--- config.mk ---
export PLATFORM = sky130hd
export DESIGN_NAME = ste_joypad_scanner
export DESIGN_NICKNAME = d
export VERILOG_FILES = /design/src/rtl/ste_joypad_scanner.sv
export SDC_FILE = /design/constraint.sdc
export NUM_CORES = 1
export LEC_CHECK = 0
export ABC_AREA = 1
export BUFFER_PORTS_ARGS = -buffer_cell sky130_fd_sc_hd__buf_2
export CAP_MARGIN = 0
export CORE_UTILIZATION = 40
export DETAILED_ROUTE_END_ITERATION = 7
export PLACE_DENSITY_LB_ADDON = 0.25
export SLEW_MARGIN = 0
export SYNTH_ARGS = -nofsm -noshare
export SYNTH_HDL_FRONTEND = slang
export SYNTH_SLANG_ARGS = --single-unit
export TNS_END_PERCENT = 10
--- constraint.sdc ---
create_clock -name clk -period 4.8 [get_ports clk]
set_input_delay 0.96 -clock clk [delete_from_list [all_inputs] [get_ports clk]]
set_output_delay 0.96 -clock clk [all_outputs]
set_load 0.1 [all_outputs]
--- src/rtl/ste_joypad_scanner.sv ---
// ste_joypad_scanner
// Autonomous row scanner for the two STE enhanced joystick ports. The FSM walks
// rows 0..3, holds each active-low row select for SETTLE_CYCLES cycles, samples
// the direction and fire return lines into shadow registers, and moves straight
// on to the next row. The CPU reads the shadows through a small register window.
//
// Build option: define STE_JOY_DEBOUNCE_EN to require two consecutive equal
// samples of a row before its shadow is updated.
//
// Bus behaviour: reads are combinational from registers whenever sel && rw.
// Writes are accepted on the clock edge when sel && !rw && lds. A write has no
// wait states and no acknowledge. uds is accepted but not used.
module ste_joypad_scanner #(
  parameter int SETTLE_CYCLES = 32,
  parameter int CNT_W         = 8
) (
  input  logic        clk,
  input  logic        reset,
  input  logic [15:0] din,
  input  logic        sel,
  input  logic [4:0]  addr,
  input  logic        uds,
  input  logic        lds,
  input  logic        rw,
  output logic [15:0] dout,
  output logic [7:0]  pad_sel_o,
  input  logic [7:0]  pad_dir_i,
  input  logic [1:0]  pad_fire_i,
  output logic        frame_done
);

  typedef enum logic [1:0] {
    IDLE   = 2'd0,
    DRIVE  = 2'd1,
    SAMPLE = 2'd2
  } state_t;

  localparam logic [CNT_W-1:0] CNT_LAST = CNT_W'(SETTLE_CYCLES - 1);

  state_t           state;
  logic [1:0]       row;
  logic [CNT_W-1:0] cnt;

  logic [7:0]       dir_sh [4];
  logic [7:0]       fire_sh;

  logic             scan_en;
  logic             frame_tgl;
  logic             view_valid;
  logic [1:0]       view_idx;

  logic             wr_lo;
  logic             wr_ctrl;
  logic             wr_view;
  logic             scan_en_nxt;
  logic             sample_ok;
  logic             commit_dir;
  logic             commit_fire;

  logic             unused_bits;
  assign unused_bits = &{1'b0, uds, din[15:4]};

  // Both ports get the same select: the active row is pulled low.
  function automatic logic [7:0] row_select(input logic [1:0] r);
    logic [3:0] hot;
    hot = 4'b0001 << r;
    return {~hot, ~hot};
  endfunction

  assign wr_lo   = sel && !rw && lds;
  assign wr_ctrl = wr_lo && (addr == 5'h04);
  assign wr_view = wr_lo && (addr == 5'h02);

  // A clear of scan_en written during SAMPLE must already block that commit.
  assign scan_en_nxt = wr_ctrl ? din[0] : scan_en;
  assign sample_ok   = (state == SAMPLE) && scan_en_nxt;

`ifdef STE_JOY_DEBOUNCE_EN
  logic [7:0] pend_dir  [4];
  logic [1:0] pend_fire [4];

  assign commit_dir  = sample_ok && (pad_dir_i  == pend_dir[row]);
  assign commit_fire = sample_ok && (pad_fire_i == pend_fire[row]);

  // Pending registers remember the last raw sample taken for each row.
  always_ff @(posedge clk) begin
    if (reset) begin
      for (int i = 0; i < 4; i++) begin
        pend_dir[i]  <= 8'hff;
        pend_fire[i] <= 2'b11;
      end
    end else if (sample_ok) begin
      pend_dir[row]  <= pad_dir_i;
      pend_fire[row] <= pad_fire_i;
    end
  end
`else
  assign commit_dir  = sample_ok;
  assign commit_fire = sample_ok;
`endif

  // Scan FSM: row sequencing, settle counter, select outputs, frame pulse.
  always_ff @(posedge clk) begin
    if (reset) begin
      state      <= IDLE;
      row        <= 2'd0;
      cnt        <= '0;
      pad_sel_o  <= 8'hff;
      frame_done <= 1'b0;
    end else begin
      frame_done <= 1'b0;
      if (!scan_en_nxt) begin
        state     <= IDLE;
        row       <= 2'd0;
        cnt       <= '0;
        pad_sel_o <= 8'hff;
      end else begin
        case (state)
          IDLE: begin
            state     <= DRIVE;
            row       <= 2'd0;
            cnt       <= '0;
            pad_sel_o <= row_select(2'd0);
          end
          DRIVE: begin
            cnt <= cnt + 1'b1;
            if (cnt == CNT_LAST) state <= SAMPLE;
          end
          SAMPLE: begin
            row        <= row + 2'd1;
            cnt        <= '0;
            state      <= DRIVE;
            pad_sel_o  <= row_select(row + 2'd1);
            frame_done <= (row == 2'd3);
          end
          default: begin
            state     <= IDLE;
            row       <= 2'd0;
            cnt       <= '0;
            pad_sel_o <= 8'hff;
          end
        endcase
      end
    end
  end

  // Shadow registers seen by the CPU; updated only on a committed sample.
  always_ff @(posedge clk) begin
    if (reset) begin
      for (int i = 0; i < 4; i++) dir_sh[i] <= 8'hff;
      fire_sh <= 8'hff;
    end else begin
      if (commit_dir)  dir_sh[row]         <= pad_dir_i;
      if (commit_fire) fire_sh[2*row +: 2] <= pad_fire_i;
    end
  end

  // CPU-writable control: scan enable, view row, and the frame toggle bit.
  always_ff @(posedge clk) begin
    if (reset) begin
      scan_en    <= 1'b1;
      view_valid <= 1'b0;
      view_idx   <= 2'd0;
      frame_tgl  <= 1'b0;
    end else begin
      scan_en   <= scan_en_nxt;
      frame_tgl <= frame_tgl ^ frame_done;
      if (wr_view) begin
        view_valid <= ~&din[3:0];
        if      (!din[0]) view_idx <= 2'd0;
        else if (!din[1]) view_idx <= 2'd1;
        else if (!din[2]) view_idx <= 2'd2;
        else              view_idx <= 2'd3;
      end
    end
  end

  // Read mux; reads see register values, so a read in a commit cycle is pre-commit.
  always_comb begin
    dout = 16'h0000;
    if (sel && rw) begin
      case (addr)
        5'h00:   dout = {8'hff, fire_sh};
        5'h02:   dout = view_valid ? {dir_sh[view_idx], 8'hff} : 16'hffff;
        5'h04:   dout = {14'h0, frame_tgl, scan_en};
        default: dout = 16'h0000;
      endcase
    end
  end

endmodule

* Yosys cells after proc, flatten, opt, wreduce, memory -nomap -nowiden
Memory sizes are Yosys's and may differ from the RTL's. A register that Yosys moved wholly into a read port is not among the register bits.
Index checks and enable logic that the tools add are counted.
** Cells by class
- Add/sub/neg operators :: 3
- $mul :: 0
- Div/mod/pow operators :: 0
- $lt $le $gt $ge :: 0
- Eq/ne operators :: 7
- Shift operators :: 3
- Multiplexer cells :: 22
- Bitwise operators :: 5
- Reductions and logical operators :: 16
** Operators by type and width (count)
- $pmux 16 s3 :: 1
- $neg 3->34 :: 1
- $shift 2x34->8 const A :: 1
- $shiftx 2x34->8 :: 1
- $mux 16 :: 2
- $pmux 8 s3 :: 1
- $mux 2 :: 6
- $add 8x1->8 const B :: 1
- $bwmux 8 :: 1
- $eq 8x5->1 const B :: 1
- $mux 1 :: 8
- $mux 8 :: 1
- $pmux 2 s2 :: 2
- $reduce_or 8->1 :: 1
- $logic_and 1x1->1 :: 6
- $reduce_or 3->1 :: 2
- $eq 5x2->1 const B :: 1
- $eq 5x3->1 const B :: 1
- $logic_not 5->1 :: 1
- $eq 2x2->1 const B :: 2
- $not 4->4 :: 1
- $reduce_and 4->1 :: 1
- $reduce_or 2->1 :: 2
- $shl 1x2->4 const A :: 1
- 7 further kinds :: 10
** Storage, ports and cells
- Register bits :: 34
- Latch bits :: 0
- Bits in writable memories :: 32
- Bits in read-only memories :: 0
- Bits of input ports :: 37
- Output and inout port bits :: 25
- Memories :: 1
** Memory list
- dir_sh :: words 4, width 8, rd ports 1, clocked after memory_dff 1, wr ports 4, RTL line 44 : logic [7:0] dir_sh [4];

* Longest topological paths before layout
Gate-level depths: netlist (run 1).
- Depth after elaboration :: 11
- Depth in mapped cells :: 10
- Gate-level depth less buffers :: 10

* Worst setup path before layout (run 1)
Ideal clock, no wire load.
- Kind :: in2out
- Start point :: input port addr[3]
- End point :: output port dout[10]
- Data arrival time :: 2.963 ns
- Required time :: 3.840 ns
- Setup slack :: 0.877 ns
- Stages on the path :: 6
- Buffers on the path :: 1
- Cells stage by stage :: nor2_4 -> nand4_1 -> inv_1 -> o21ai_1 -> buf_2 -> nor2_1
** Between the ends
- Word-level cells in the longest chain between the ends :: 3
** RTL lines
- from (decl) :: RTL line 21 : input logic [4:0] addr,
- $eq 5x3->1, or another cell as far along :: RTL line 182 : case (addr)
- $pmux 16 s3 (*) :: RTL line 182
- $mux 16 (*) :: RTL line 181 : if (sel && rw) begin
- to (decl) :: RTL line 25 : output logic [15:0] dout,
Mark *: on every way between the ends. The rest lies on a longest branch, timed or not.

* Final worst setup path (run 1)
Ends and elaborated chain as after synthesis.

==> summary.md, run 1 <==
| Metric | Value |
|---|---|
| Hold_buf cts | `0` |
| Crit path buffers/inverters | `4` |
| RSZ-0062 raised after global routing | `false` |
| Core Area | `0.007408 mm^2` |
| Post-Syn Area | `between 0.003 and 0.004 mm^2` |
| First-pass GRT wire length | `10.67 mm` |
| Number of global-route vias before repair | `2,260` |
| Yosys cell types | `32` |
| CTS Buf Count | `9` |
| Clock Skews | `0.01018 ns` |
| Yosys Warn Count | `0` |
| Seq/Total Area, Yosys | `0.5134` |
| Die Area | `0.008155 mm^2` |
| Die Wd | `90.31 um` |
| Min cycle time layout | `3.427 ns` |
| ANT cells | `0` |
| Critical Path Fanout Max | `14` |
| Status | `finished, final reports clean` |
| Hold Startpoint | `cnt[0]` |
| Synth Area per Inst | `8.665 um^2` |
| Post-CTS setup repair buffer count | `0` |
| Setup Viol. Count Final | `0` |
| Psw | `between 200 and 300 uW` |
| Starting density of the core | `0.4210` |
| Slowest stage delay, CP | `0.44 ns` |
| Max-cap violations | `0` |
| PD cells | `318.7 mW/mm^2` |
| Reg2Reg Setup Slack | `2.52 ns` |
| Pre-CTS setup slack | `1.376 ns` |
| Gr ovfl total | `0` |
| Final hold viol count | `0` |
| # rows | `31` |
| CP dominant cell by count | `buf_2` |
| WS Path Type | `input port to output port` |
| Synth async-reset ratio | `0` |
| Placed Instances | `494` |
| Post-synthesis register bit count | `64` |
| CTS Sinks | `64` |
| Final hold slack | `0.4495 ns` |
| WP data required | `approximately 3.8 ns` |
| Gp weighted congestion | `between 0.7 and 0.8` |
| First drt pass iteration count | `4` |
| H-tree Lvls | `3` |
| Arr. time, crit path | `2.47 ns` |
| Vias | `roughly 2,500` |
| Area delta synth->final | `15.20%` |
| Final #Nets | `452` |
| Power, Total | `around 1.1 mW` |
| Clock Tree Buf Depth | `2` |
| Final instance area | `0.003593 mm^2` |
| CTS tree | `yes` |
| Most common cell in the synthesized netlist | `nor2_1` |
| Final wirelength | `6.301 mm` |
| GRT Util Overall | `0.1649` |
| Antenna violations before repair | `0` |
| Commonest cells post-synth | `nor2_1, nand2_1, nand3_1, dfxtp_1, edfxtp_1` |
| Slew @ Worst Pin | `0.6582 ns` |
| DPL Wire Length | `4.575 mm` |
| Clk root buf | `clkbuf_8` |
| DRT iter0 DRCs | `152` |
| Reg clk slew, reported paths | `0.07 ns` |
| Worst-path cell chain | `buf_2 > nor2_4 > nand4_1 > inv_1 > o21ai_1 > buf_4 > nor2_1 > buf_2` |
| Crit. path cell count | `8` |
| Rel. slew slack | `0.5595` |
| Area leader, netlist | `edfxtp_1` |
| Post-synth EDFFs | `32` |
| Die Ht | `90.31 um` |
| Pleak | `1.529 nW` |
| Worst reg2reg path endpoint | `dir_sh[2][7]` |
| Cells after synthesis | `360` |
| Slowest CP cell | `buf_2` |
| Part of the cycle the worst path needs | `0.7139` |
| Switching portion of total power | `0.2595` |
| Clk pwr share | `0.395` |
| Final WS setup | `1.373 ns` |
| Top Family by Delay on Critical Path | `buffers and inverters` |
| Drt wl/cell | `12.35 um` |
| Post-DP Area | `around 0.0034 mm^2` |
| CP Launch Type | `input port` |
| Worst vdd ir | `0.1437 mV` |
| Fmax | `291.8 MHz` |
| Pint | `848.1 uW` |
| FF-to-FF Start | `state[1]` |
| Max-slew violations | `0` |
| Post-CTS sizing | `0` |
| Hold path endpoint | `cnt[0]` |
| Sequential Power Share | `0.519` |
| Synth top area cells | `edfxtp_1, dfxtp_1, nor2_1` |
| Pin count of the biggest net entering global routing | `19` |
| Post-synth net total | `406` |
| Main synth FF type | `edfxtp_1` |
| Fin cells | `approximately 500` |
| Setup crit end kind | `output port` |
| Share of cells above drive strength 1 | `0.1922` |
| Hold Path Class | `flop to flop` |
| Min-Delay Path Depth | `1` |
| I/O Buffers | `48` |
| Share of total power in combinational logic | `0.086` |
| Ports | `between 60 and 70` |
| Setup TNS | `0 ns` |
| Skew-Pair Late Insertion Delay | `0.35 ns` |
| Vias per cell | `4.914` |
| Post-layout util | `0.4851` |
| DRC viols | `0` |
| Post-synth top area share | `0.3081` |
| Antenna Violating Nets Remaining | `0` |
| Number of fill cells | `between 700 and 800` |
| R2R cell count | `6` |
==> state kept, by name, summed over array words and instances (netlist names), named ones only <==
name        count
frame_done      1
cnt             8
pad_sel_o       4
view_valid      1
fire_sh         8
dir_sh         32
frame_tgl       1
scan_en         1
row             2
view_idx        2
state           2
==> layout by cell type, fill, tap and decap left out <==
master / instances
xor2_1: 5
clkinv_2: 2
nor3_1: 5
nand3_2: 2
clkinv_1: 1
ha_1: 9
clkbuf_8: 9
bufinv_16: 1
o21ai_1: 2
buf_4: 1
nor2_8: 2
a21boi_0: 1
clkinv_4: 2
inv_1: 30
nor3b_1: 1
nand3_1: 45
buf_2: 48
edfxtp_1: 32
nor2_1: 67
nand4_1: 11
a21oi_1: 4
dfxtp_1: 32
nor2_4: 2
xnor2_1: 2
o22ai_1: 8
nand2_2: 3
inv_2: 2
nor4_1: 2
nand2_1: 53
o21ai_0: 22
nor2_2: 1
clkinvlp_4: 2
nand2_4: 1
nand2_8: 1
==> power groups by stage <==
| stage | combinational [mW] | sequential (mW) | clock [mW] |
|---|---|---|---|
| floorplan | 0.0647 | 0.616 | 0 |
| global placement | 0.0983 | 0.606 | 0 |
| detailed placement | 0.0991 | 0.606 | 0 |
| CTS | 0.0994 | 0.594 | 0.464 |
| global route | 0.107 | 0.596 | 0.487 |
| finish | 0.0988 | 0.594 | 0.452 |
==> worst reg2reg max path: stages, from the launching register on <==
cell and delay, ns:
dfxtp_1 0.35, inv_1 0.08, nor2_2 0.51, nand2_1 0.31
nor2_8 0.32, nand2_1 0.08, nand2_1 0.30
==> layout make-up <==
class,instances,area [um^2],share of cell area
inverters,33,123.9,0.03447
well taps,99,123.9,0.03447
clock buffers,9,123.9,0.03447
multi-input cells,249,1300,0.3618
flip-flops and latches,64,1602,0.4457
repair buffers,49,247.7,0.06894
clock inverters,7,72.57,0.02019
==> layer usage <==
layer	vias to the layer above	track usage	wire (um)
li1	1298	-	-
met1	1139	0.2205	3198
met2	60	0.2494	2680
met3	9	0.05303	334
met4	0	0.06048	87
met5	-	0	0
==> kinds of logic (layout without fill, tap and decap cells) <==
kind of cell / Yosys count / after routing / share of synthesized area
DFF: 64 / 64 / 0.5134
AOI/OAI and AO/OA: 37 / 37 / 0.06338
and+or+nand+nor: 196 / 196 / 0.2976
xor gates and xnor gates: 7 / 7 / 0.01966
buffers and inverters: 47 / 98 / 0.06979
adders and majority gates: 9 / 9 / 0.03610
==> worst max-delay path by stage <==
stage,endpoint,slack (ns),from
5_1_grt,dout[10],1.24,addr[3]
3_5_place_dp,dout[12],1.38,addr[3]
6_report,dout[10],1.37,addr[3]
3_3_place_gp,dout[11],1.39,addr[3]
4_1_cts,dout[12],1.37,addr[3]
2_1_floorplan,dout[10],0.88,addr[3]
Power figures use the tool's default switching activity.
==> run 2: changes to the inputs <==
==> constraint.sdc (replaced) <==
create_clock -name clk -period 3.5 [get_ports clk]
set_input_delay 0.7 -clock clk [delete_from_list [all_inputs] [get_ports clk]]
set_output_delay 0.7 -clock clk [all_outputs]
set_load 0.1 [all_outputs]
==> run 2 against run 1 <==
Against the previous run:
- via count up 0.76%
- global-route usage up 0.28 points
- first-iteration DRC count up 1.3%
- die area unchanged
- flip-flop and latch count unchanged
- setup slack worse by 0.77 ns
- design area down 0.94%
==> summary.md, run 2 (synthesized netlist as in run 1, its figures left out) <==
| Metric | Value |
|---|---|
| Final wirelength | `6.413 mm (+1.8%)` |
| Largest reg by FF count | `dir_sh` |
| Share of cells above drive strength 1 | `0.1898 (-0.002433)` |
| I/O Buffers | `48 (unchanged)` |
| Pin count of the biggest net entering global routing | `19 (unchanged)` |
| Min cycle time layout | `2.899 ns` |
| Status | `finished, final reports clean` |
| Starting density of the core | `0.4210 (unchanged)` |
| Top Registers | `dir_sh: 32 flops, cnt: 8 flops, fire_sh: 8 flops` |
| Part of the cycle the worst path needs | `0.8283` |
| Die Ht | `90.31 um (unchanged)` |
| Antenna violations before repair | `0 (unchanged)` |
| Worst reg2reg path endpoint | `dir_sh[2][0]` |
| Clk root buf | `clkbuf_8` |
| R2R cell count | `6 (unchanged)` |
| Setup TNS | `0 ns (unchanged)` |
| Fin cells | `510 (unchanged)` |
| Post-layout util | `0.4805 (-0.004560)` |
| Die Wd | `90.31 um (unchanged)` |
| Commonest non-fill, non-tap cell in the layout | `nor2_1` |
| Final #Nets | `452 (unchanged)` |
| Reg2Reg Setup Slack | `1.23 ns (-1.29 ns)` |
| ANT cells | `0 (unchanged)` |
| WS Path Type | `input port to output port` |
| Core Area | `0.007408 mm^2 (unchanged)` |
| Clock Skews | `0.004566 ns (-0.005610 ns)` |
| CP Launch Type | `input port` |
| Number of global-route vias before repair | `2,345 (+3.8%)` |
| Vias per cell | `4.951 (+0.76%)` |
| Arr. time, crit path | `2.20 ns (-0.27 ns)` |
| Area delta synth->final | `14.12%` |
| Drt wl/cell | `12.57 um (+1.8%)` |
| Rel. slew slack | `0.5521 (-0.007489)` |
| Pleak | `1.516 nW (-0.85%)` |
| WP data required | `2.80 ns (-1.04 ns)` |
| CTS Buf Count | `9 (unchanged)` |
| DRT iter0 DRCs | `154 (+1.3%)` |
| RSZ-0062 raised after global routing | `false` |
| Worst vdd ir | `0.1845 mV (+28%)` |
| Setup crit start | `addr[3]` |
| Hold_buf cts | `0 (unchanged)` |
| Die Area | `0.008155 mm^2 (unchanged)` |
| Fmax | `344.9 MHz` |
| Power, Total | `1.481 mW (+29%)` |
| Slew @ Worst Pin | `0.6694 ns (+0.01119 ns)` |
| CTS Sinks | `64 (unchanged)` |
| Vias | `2,525 (+0.76%)` |
| Critical path destination | `dout[10]` |
| Reg clk slew, reported paths | `0.07 ns (about the same)` |
| First drt pass iteration count | `4 (unchanged)` |
| Setup Viol. Count Final | `0 (unchanged)` |
| Placed Instances | `494 (unchanged)` |
| Critical Path Fanout Max | `14 (unchanged)` |
| H-tree Lvls | `3 (unchanged)` |
| First-pass GRT wire length | `10.87 mm (+1.9%)` |
| Post-CTS setup repair buffer count | `0 (unchanged)` |
| Skew-Pair Late Insertion Delay | `0.34 ns (about the same)` |
| DRC viols | `0 (unchanged)` |
| Post-CTS sizing | `0 (unchanged)` |
| Most frequent cells in the layout | `nor2_1, nand2_1, buf_2` |
| # rows | `31 (unchanged)` |
| Gr ovfl total | `0 (unchanged)` |
| Max-cap violations | `0 (unchanged)` |
| DPL Wire Length | `4.627 mm (+1.1%)` |
| Hold Path Class | `flop to flop` |
| Number of flip-flops in the largest register | `32 (unchanged)` |
| Clock Tree Buf Depth | `2 (unchanged)` |
| Final WS setup | `0.6008 ns (-0.7726 ns)` |
| FF-to-FF Start | `state[1]` |
| GRT Util Overall | `0.1677 (+0.002776)` |
| Setup crit end kind | `output port` |
| Antenna Violating Nets Remaining | `0 (unchanged)` |
| Pre-CTS setup slack | `0.5839 ns (-0.7921 ns)` |
| PD cells | `415.9 mW/mm^2 (+31%)` |
| Gp weighted congestion | `0.7550 (+1.3%)` |
| Ports | `62 (unchanged)` |
| CTS tree | `yes` |
| Max-slew violations | `0 (unchanged)` |
| Final hold viol count | `0 (unchanged)` |
==> run 2: changes by cell type in the layout (fill, tap and decap cells not counted) <==
cell,change
clkinv_2,+2
clkinv_4,-2
bufinv_16,-1
clkinv_1,+1
==> run 2: report_power, final <==
part / internal, mW / leakage [nW] / switching [mW] / total, mW
logic: 0.0294 / 0.865 / 0.106 / 0.136
clock network: 0.249 / 0.0822 / 0.281 / 0.530
registers: 0.806 / 0.569 / 0.00928 / 0.815
total: 1.08 / 1.52 / 0.397 / 1.48
==> run 2: worst min path at each step <==
stage | startpoint | to | depth (start not counted)
floorplan | cnt[0] | cnt[0] | 1
global placement | cnt[0] | cnt[0] | 1
detailed placement | cnt[0] | cnt[0] | 1
CTS | cnt[0] | cnt[0] | 1
global route | fire_sh[6] | fire_sh[6] | 2
finish | cnt[0] | cnt[0] | 1
==> run 2: final cells by class <==
cell class	instances	area, um^2
clock inverters	7	38.79
inverters	33	123.9
repair buffers	49	247.7
flip-flops and latches	64	1602
well taps	99	123.9
clock buffers	9	123.9
multi-input cells	249	1300
fillers	733	3849
==> run 2: through the flow <==
stage | hold slack (ns) | cell area, um^2
finish | 0.4509 | 3560
floorplan | 0.4175 | 3119
CTS | 0.4493 | 3560
global route | 0.4836 | 3560
global placement | 0.4318 | 3397
detailed placement | 0.4392 | 3397
==> run 2: metal layers <==
metal  GRT usage  part of all wire  vias to the layer above
met5           0                 0                        -
met4     0.07258             0.017                        0
met3     0.04798             0.049                       11
met2      0.2487              0.43                       66
met1      0.2277              0.51                     1154
li1            -                 -                     1294
==> run 2: worst max-delay path, cell delays in order <==
cell and delay [ns]:
buf_2 0.11, nor2_4 0.14, nand4_1 0.16, inv_1 0.24
o21ai_1 0.09, buf_4 0.19, nor2_1 0.13, buf_2 0.44
